**src/rtl/divisor_rest_pkg.sv**
```systemverilog
// divisor_rest_pkg
//   Shared definitions for the restoring divider: FSM state encodings,
//   the iteration count and the counter width. Imported by every file of
//   the block so that the encodings and the count live in one place.
package divisor_rest_pkg;

  localparam int ITERS = 8;  // one quotient bit per CALC cycle
  localparam int CNT_W = 4;  // wide enough to hold ITERS

  typedef enum logic [1:0] {
    IDLE = 2'd0,
    CALC = 2'd1,
    FIX  = 2'd2,
    DONE = 2'd3
  } state_t;

endpackage

```
**src/rtl/divisor_rest_if.sv**
```systemverilog
// divisor_rest_if
//   Request/result bundle of the divider.
//   master : drives start/initD/initV, observes results (testbench side)
//   slave  : the divider itself
//   start    - request a division (sampled on clk rising edge)
//   initD    - 8-bit two's-complement dividend
//   initV    - 4-bit two's-complement divisor
//   cociente - 4-bit two's-complement quotient
//   resto    - 4-bit two's-complement remainder (sign of dividend)
//   fin      - result valid, held until next accepted start or reset
//   error    - divide-by-zero or quotient overflow, valid with fin
interface divisor_rest_if;
  logic       start;
  logic [7:0] initD;
  logic [3:0] initV;
  logic [3:0] cociente;
  logic [3:0] resto;
  logic       fin;
  logic       error;

  modport master (output start, initD, initV,
                  input  cociente, resto, fin, error);
  modport slave  (input  start, initD, initV,
                  output cociente, resto, fin, error);
endinterface

```
**src/rtl/divisor_rest_ca2.sv**
```systemverilog
// ca2
//   Conditional two's-complement negation.
//   a   - W-bit operand
//   neg - 1: y = -a, 0: y = a
//   y   - W-bit result
module ca2 #(
  parameter int W = 8
) (
  input  logic [W-1:0] a,
  input  logic         neg,
  output logic [W-1:0] y
);
  assign y = neg ? (~a + W'(1)) : a;
endmodule

```
**src/rtl/divisor_rest.sv**
```systemverilog
// divisor_rest
//   Signed 8-bit / 4-bit restoring divider. Works on magnitudes for eight
//   CALC cycles, then fixes up the signs in FIX. Remainder takes the sign
//   of the dividend. A zero divisor skips CALC and reports error one edge
//   after the accepting edge; a quotient outside -8..+7 reports error.
//   clk - clock, rising edge
//   rst - synchronous active-high reset
//   bus - divisor_rest_if slave (start/initD/initV in, results out)
module divisor_rest
  import divisor_rest_pkg::*;
(
  input  logic           clk,
  input  logic           rst,
  divisor_rest_if.slave  bus
);

  state_t           state, state_nxt;
  logic [CNT_W-1:0] cnt;
  logic [4:0]       rem;     // partial remainder magnitude, always < |V| <= 8
  logic [7:0]       dq;      // dividend bits shift out the top, quotient bits in the bottom
  logic [4:0]       mag_v;
  logic             sgn_d, sgn_v, v_zero;

  logic [8:0] abs_d;
  logic [4:0] abs_v;
  logic [7:0] q_signed;
  logic [4:0] r_signed;
  logic [4:0] r_sh;
  logic [5:0] diff;
  logic       neg_q, ovf, accept;

  // Magnitudes of the operands; |-128| needs the ninth bit, |-8| the fifth.
  ca2 #(.W(9)) u_abs_d (.a({bus.initD[7], bus.initD}), .neg(bus.initD[7]), .y(abs_d));
  ca2 #(.W(5)) u_abs_v (.a({bus.initV[3], bus.initV}), .neg(bus.initV[3]), .y(abs_v));
  // Sign correction of the results.
  ca2 #(.W(8)) u_sgn_q (.a(dq),  .neg(neg_q), .y(q_signed));
  ca2 #(.W(5)) u_sgn_r (.a(rem), .neg(sgn_d), .y(r_signed));

  // abs_d[8] is always 0 (max magnitude 128); upper result bits are only
  // meaningful through the overflow test on the magnitude.
  logic unused_bits;
  assign unused_bits = ^{abs_d[8], q_signed[7:4], r_signed[4]};

  assign neg_q  = sgn_d ^ sgn_v;
  // -8 is representable, +8 is not.
  assign ovf    = neg_q ? (dq > 8'd8) : (dq > 8'd7);
  assign accept = ((state == IDLE) || (state == DONE)) && bus.start;

  // One restoring step: shift in the next dividend bit and trial-subtract.
  assign r_sh = {rem[3:0], dq[7]};
  assign diff = {1'b0, r_sh} - {1'b0, mag_v};

  always_ff @(posedge clk) begin
    if (rst) state <= IDLE;
    else     state <= state_nxt;
  end

  always_comb begin
    state_nxt = state;
    case (state)
      IDLE, DONE: if (bus.start) state_nxt = (bus.initV == 4'd0) ? FIX : CALC;
      CALC:       if (cnt == CNT_W'(1)) state_nxt = FIX;
      FIX:        state_nxt = DONE;
      default:    state_nxt = IDLE;
    endcase
  end

  always_ff @(posedge clk) begin
    if (rst) begin
      cnt          <= '0;
      rem          <= '0;
      dq           <= '0;
      mag_v        <= '0;
      sgn_d        <= 1'b0;
      sgn_v        <= 1'b0;
      v_zero       <= 1'b0;
      bus.cociente <= '0;
      bus.resto    <= '0;
      bus.fin      <= 1'b0;
      bus.error    <= 1'b0;
    end else begin
      if (accept) begin
        sgn_d     <= bus.initD[7];
        sgn_v     <= bus.initV[3];
        mag_v     <= abs_v;
        dq        <= abs_d[7:0];
        rem       <= '0;
        v_zero    <= (bus.initV == 4'd0);
        // Zero divisor goes straight to FIX, so the counter is not needed.
        cnt       <= (bus.initV == 4'd0) ? '0 : CNT_W'(ITERS);
        bus.fin   <= 1'b0;
        bus.error <= 1'b0;
      end else if (state == CALC) begin
        if (diff[5]) begin
          rem <= r_sh;
          dq  <= {dq[6:0], 1'b0};
        end else begin
          rem <= diff[4:0];
          dq  <= {dq[6:0], 1'b1};
        end
        cnt <= cnt - CNT_W'(1);
      end else if (state == FIX) begin
        bus.fin <= 1'b1;
        if (v_zero || ovf) begin
          bus.error    <= 1'b1;
          bus.cociente <= '0;
          bus.resto    <= '0;
        end else begin
          bus.error    <= 1'b0;
          bus.cociente <= q_signed[3:0];
          bus.resto    <= r_signed[3:0];
        end
      end
    end
  end

endmodule

```
**src/flat_wrapper.sv**
```systemverilog
// flat-port wrapper written by rule: the top's interface ports become plain ports
module divisor_rest_flat import divisor_rest_pkg::*;
  (clk, rst, bus_start, bus_initD, bus_initV, bus_cociente, bus_resto, bus_fin, bus_error);
  divisor_rest_if bus_i ();
  input  logic clk;
  input  logic rst;
  input wire logic [$bits(bus_i.start)-1:0] bus_start;
  input wire logic [$bits(bus_i.initD)-1:0] bus_initD;
  input wire logic [$bits(bus_i.initV)-1:0] bus_initV;
  output wire logic [$bits(bus_i.cociente)-1:0] bus_cociente;
  output wire logic [$bits(bus_i.resto)-1:0] bus_resto;
  output wire logic [$bits(bus_i.fin)-1:0] bus_fin;
  output wire logic [$bits(bus_i.error)-1:0] bus_error;
  assign bus_i.start = bus_start;
  assign bus_i.initD = bus_initD;
  assign bus_i.initV = bus_initV;
  assign bus_cociente = bus_i.cociente;
  assign bus_resto = bus_i.resto;
  assign bus_fin = bus_i.fin;
  assign bus_error = bus_i.error;
  divisor_rest u_core (.clk(clk), .rst(rst), .bus(bus_i));
endmodule
```
**config.mk**
```make
export PLATFORM = sky130hd
export DESIGN_NAME = divisor_rest_flat
export DESIGN_NICKNAME = d
export VERILOG_FILES = /design/src/rtl/divisor_rest_pkg.sv /design/src/rtl/divisor_rest_if.sv /design/src/rtl/divisor_rest_ca2.sv /design/src/rtl/divisor_rest.sv /design/src/flat_wrapper.sv
export SDC_FILE = /design/constraint.sdc
export NUM_CORES = 1
export LEC_CHECK = 0
export CORE_AREA = 3 3 104 106
export CTS_CLUSTER_DIAMETER = 50
export DETAILED_ROUTE_END_ITERATION = 10
export DIE_AREA = 0 0 107 109
export HOLD_SLACK_MARGIN = 0.05
export PLACE_DENSITY = 0.51
export SLEW_MARGIN = 20
export SYNTH_ARGS = -nofsm -noshare
export SYNTH_HDL_FRONTEND = slang
export SYNTH_HIERARCHICAL = 1
export SYNTH_SLANG_ARGS = --single-unit
```
**constraint.sdc**
```tcl
create_clock -name clk -period 1.8 [get_ports clk]
set_clock_uncertainty 0.15 [all_clocks]
set_input_delay 0.54 -clock clk [delete_from_list [all_inputs] [get_ports clk]]
set_output_delay 0.54 -clock clk [all_outputs]
set_load 0.01 [all_outputs]
```
==> flow_summary.json, run 1 <==
{
  "max_freq_mhz": 537,
  "fin_nets": 349,
  "dp_cells": 445,
  "root_buffer": "clkbuf_8",
  "hold_start": "u_core/mag_v[2]",
  "wire_per_inst_um": 11.1,
  "synthCells": 260,
  "hpwl_um": 3930,
  "fin_crit_sh_pct": 104,
  "postLayoutCoreUtil_pct": 31.3,
  "cap_violations": 0,
  "ant_nets": 0,
  "grt_pass1_wl_um": 8660,
  "h-tree-depth": 2,
  "dieWidth_um": 107,
  "first_pass_iters": 4,
  "crit_type": "flop to flop",
  "cts_setup_buffers": 0,
  "die_y_um": 109,
  "seq_area_um2": 724,
  "avgViaCountPerCell": 4.26,
  "start_kind": "flop",
  "setup_slack_ps": -63.3,
  "rr_worst_depth": 6,
  "grt_use_total_pct": 9.28,
  "insertion_delay_ps": 280,
  "core_area_um2": 9860,
  "yosys_warnings": 6,
  "insertedDiodeCount": 0,
  "instances_no_fill": 454,
  "holdBufCountCts": 0,
  "postRouteWirelength_um": 5040,
  "maxSlewHeadroom_pct": 81.2,
  "final_cell_mix": "buf_4, dfxtp_1, inv_1",
  "r2r_start": "u_core/state[0]",
  "p_leak_nw": 1.25,
  "clockBufferDepth": 2,
  "cts_tree": "done",
  "vias": 1935,
  "syn_to_final_growth_pct": 37.4,
  "worstHoldPathType": "flop to flop",
  "crit_path_max_fanout": 5,
  "overflow": 0,
  "antenna_found_initial": 0,
  "remaining_drc_errors": 0,
  "avgSynthCellArea_um2": 8.63,
  "rsz0062_at_grt": "true",
  "pre_cts_ws_ps": -419,
  "drt_iter0_drc": 43,
  "drv_slew": 0,
  "p_per_area_nw_per_um2": 1270,
  "finalCriticalPeriod_ps": 1860,
  "die_area_um2": 11700,
  "ir_drop_uv": 430,
  "fill_cells": 1064,
  "start_util_pct": 22.8,
  "drive_above_1_share_pct": 25.5,
  "hold_viol": 0,
  "rows": 36,
  "pin_count": 25,
  "io_buffers": 24,
  "synth.net_count": 289,
  "r2r_end": "u_core/bus.error",
  "crit_path_end_kind": "flop",
  "holdPathStages": 2,
  "grt_pass1_vias": 1846,
  "min_to": "u_core/mag_v[2]",
  "grt_max_degree": 20,
  "final_common_cell": "buf_4",
  "cts-buffers-inserted": 5,
  "crit_start": "u_core/state[0]",
  "status": "finished, violations left",
  "clock-sinks": 36,
  "regToRegSetupSlack_ps": -60,
  "place_congestion": 0.753,
  "worst_pin_slew_ps": 279,
  "syn-cell-area_um2": 2240,
  "multi_input_area_um2": 1410,
  "violations": "setup timing",
  "required_ps": 1830,
  "cts.clk_slew.worst_paths_ps": 70,
  "worstPathArrival_ps": 1890,
  "setup_viol": 9,
  "fin_setup_tns_ps": -349
}
## registers in the layout (all words and copies together), names as in the netlist, 2 cells and up
name / count
u_core/cnt: 4
u_core/bus.resto: 4
u_core/dq: 8
u_core/bus.cociente: 4
u_core/state: 2
u_core/rem: 4
u_core/mag_v: 5
## final cells by class
cell class / instances / share of cell area (%)
multi-input combinational: 180 / 45.7
sequential: 36 / 23.5
timing repair buffer: 69 / 19.1
tap: 133 / 5.40
inverter: 28 / 3.41
clock buffer: 8 / 2.92
## repair_timing
item	in CTS	in global routing
endpoints found under the setup margin	30	21
pin swaps	8	7
gates resized for setup	23	20
gates cloned	0	1
## worst max-delay path, cell delays in order (launching register included)
cell and delay, ps:
dfxtp_2 320, inv_2 60, ha_4 130, or4b_4 450
a2111o_1 360, buf_6 160, o211a_1 110
## per-layer routing
metal,GRT usage [%],routed length [um],up-vias
met1,12.4,2530,886
met5,0,0,-
met4,3.56,62,0
li1,-,-,1013
met2,14.6,2230,31
met3,2.19,221,5
## power breakdown
part	internal (mW)	switching, mW
logic	1.10	1.06
registers	1.01	0.163
clock network	0.312	0.278
## worst max-delay path by stage
stage                                   to  slack (ps)  cells past startpoint
after floorplan            u_core/state[0]           4                      4
after global placement     u_core/state[0]        -410                      5
after detailed placement   u_core/state[0]        -420                      5
after CTS                 u_core/bus.error         -60                      6
after global routing      u_core/bus.error        -120                      6
final                     u_core/bus.error         -60                      6
## metrics by stage
stage / total power [mW] / hold slack (ps) / instance area, um2
2_1_floorplan: 2.48 / 286 / 2240
5_1_grt: 4.28 / 332 / 3080
6_report: 3.92 / 309 / 3080
4_1_cts: 3.86 / 310 / 3000
3_3_place_gp: 3.23 / 301 / 2900
3_5_place_dp: 3.24 / 301 / 2900
(Power assumes the default switching activity.)
==> run 2: changes to the inputs <==
--- a/config.mk
+++ b/config.mk
@@ -11,7 +11,6 @@
 export DIE_AREA = 0 0 107 109
 export HOLD_SLACK_MARGIN = 0.05
 export PLACE_DENSITY = 0.51
-export SLEW_MARGIN = 20
 export SYNTH_ARGS = -nofsm -noshare
 export SYNTH_HDL_FRONTEND = slang
 export SYNTH_HIERARCHICAL = 1
==> results of run 2 <==
No change in the layout: final DEF, timing and power equal those of run 1.
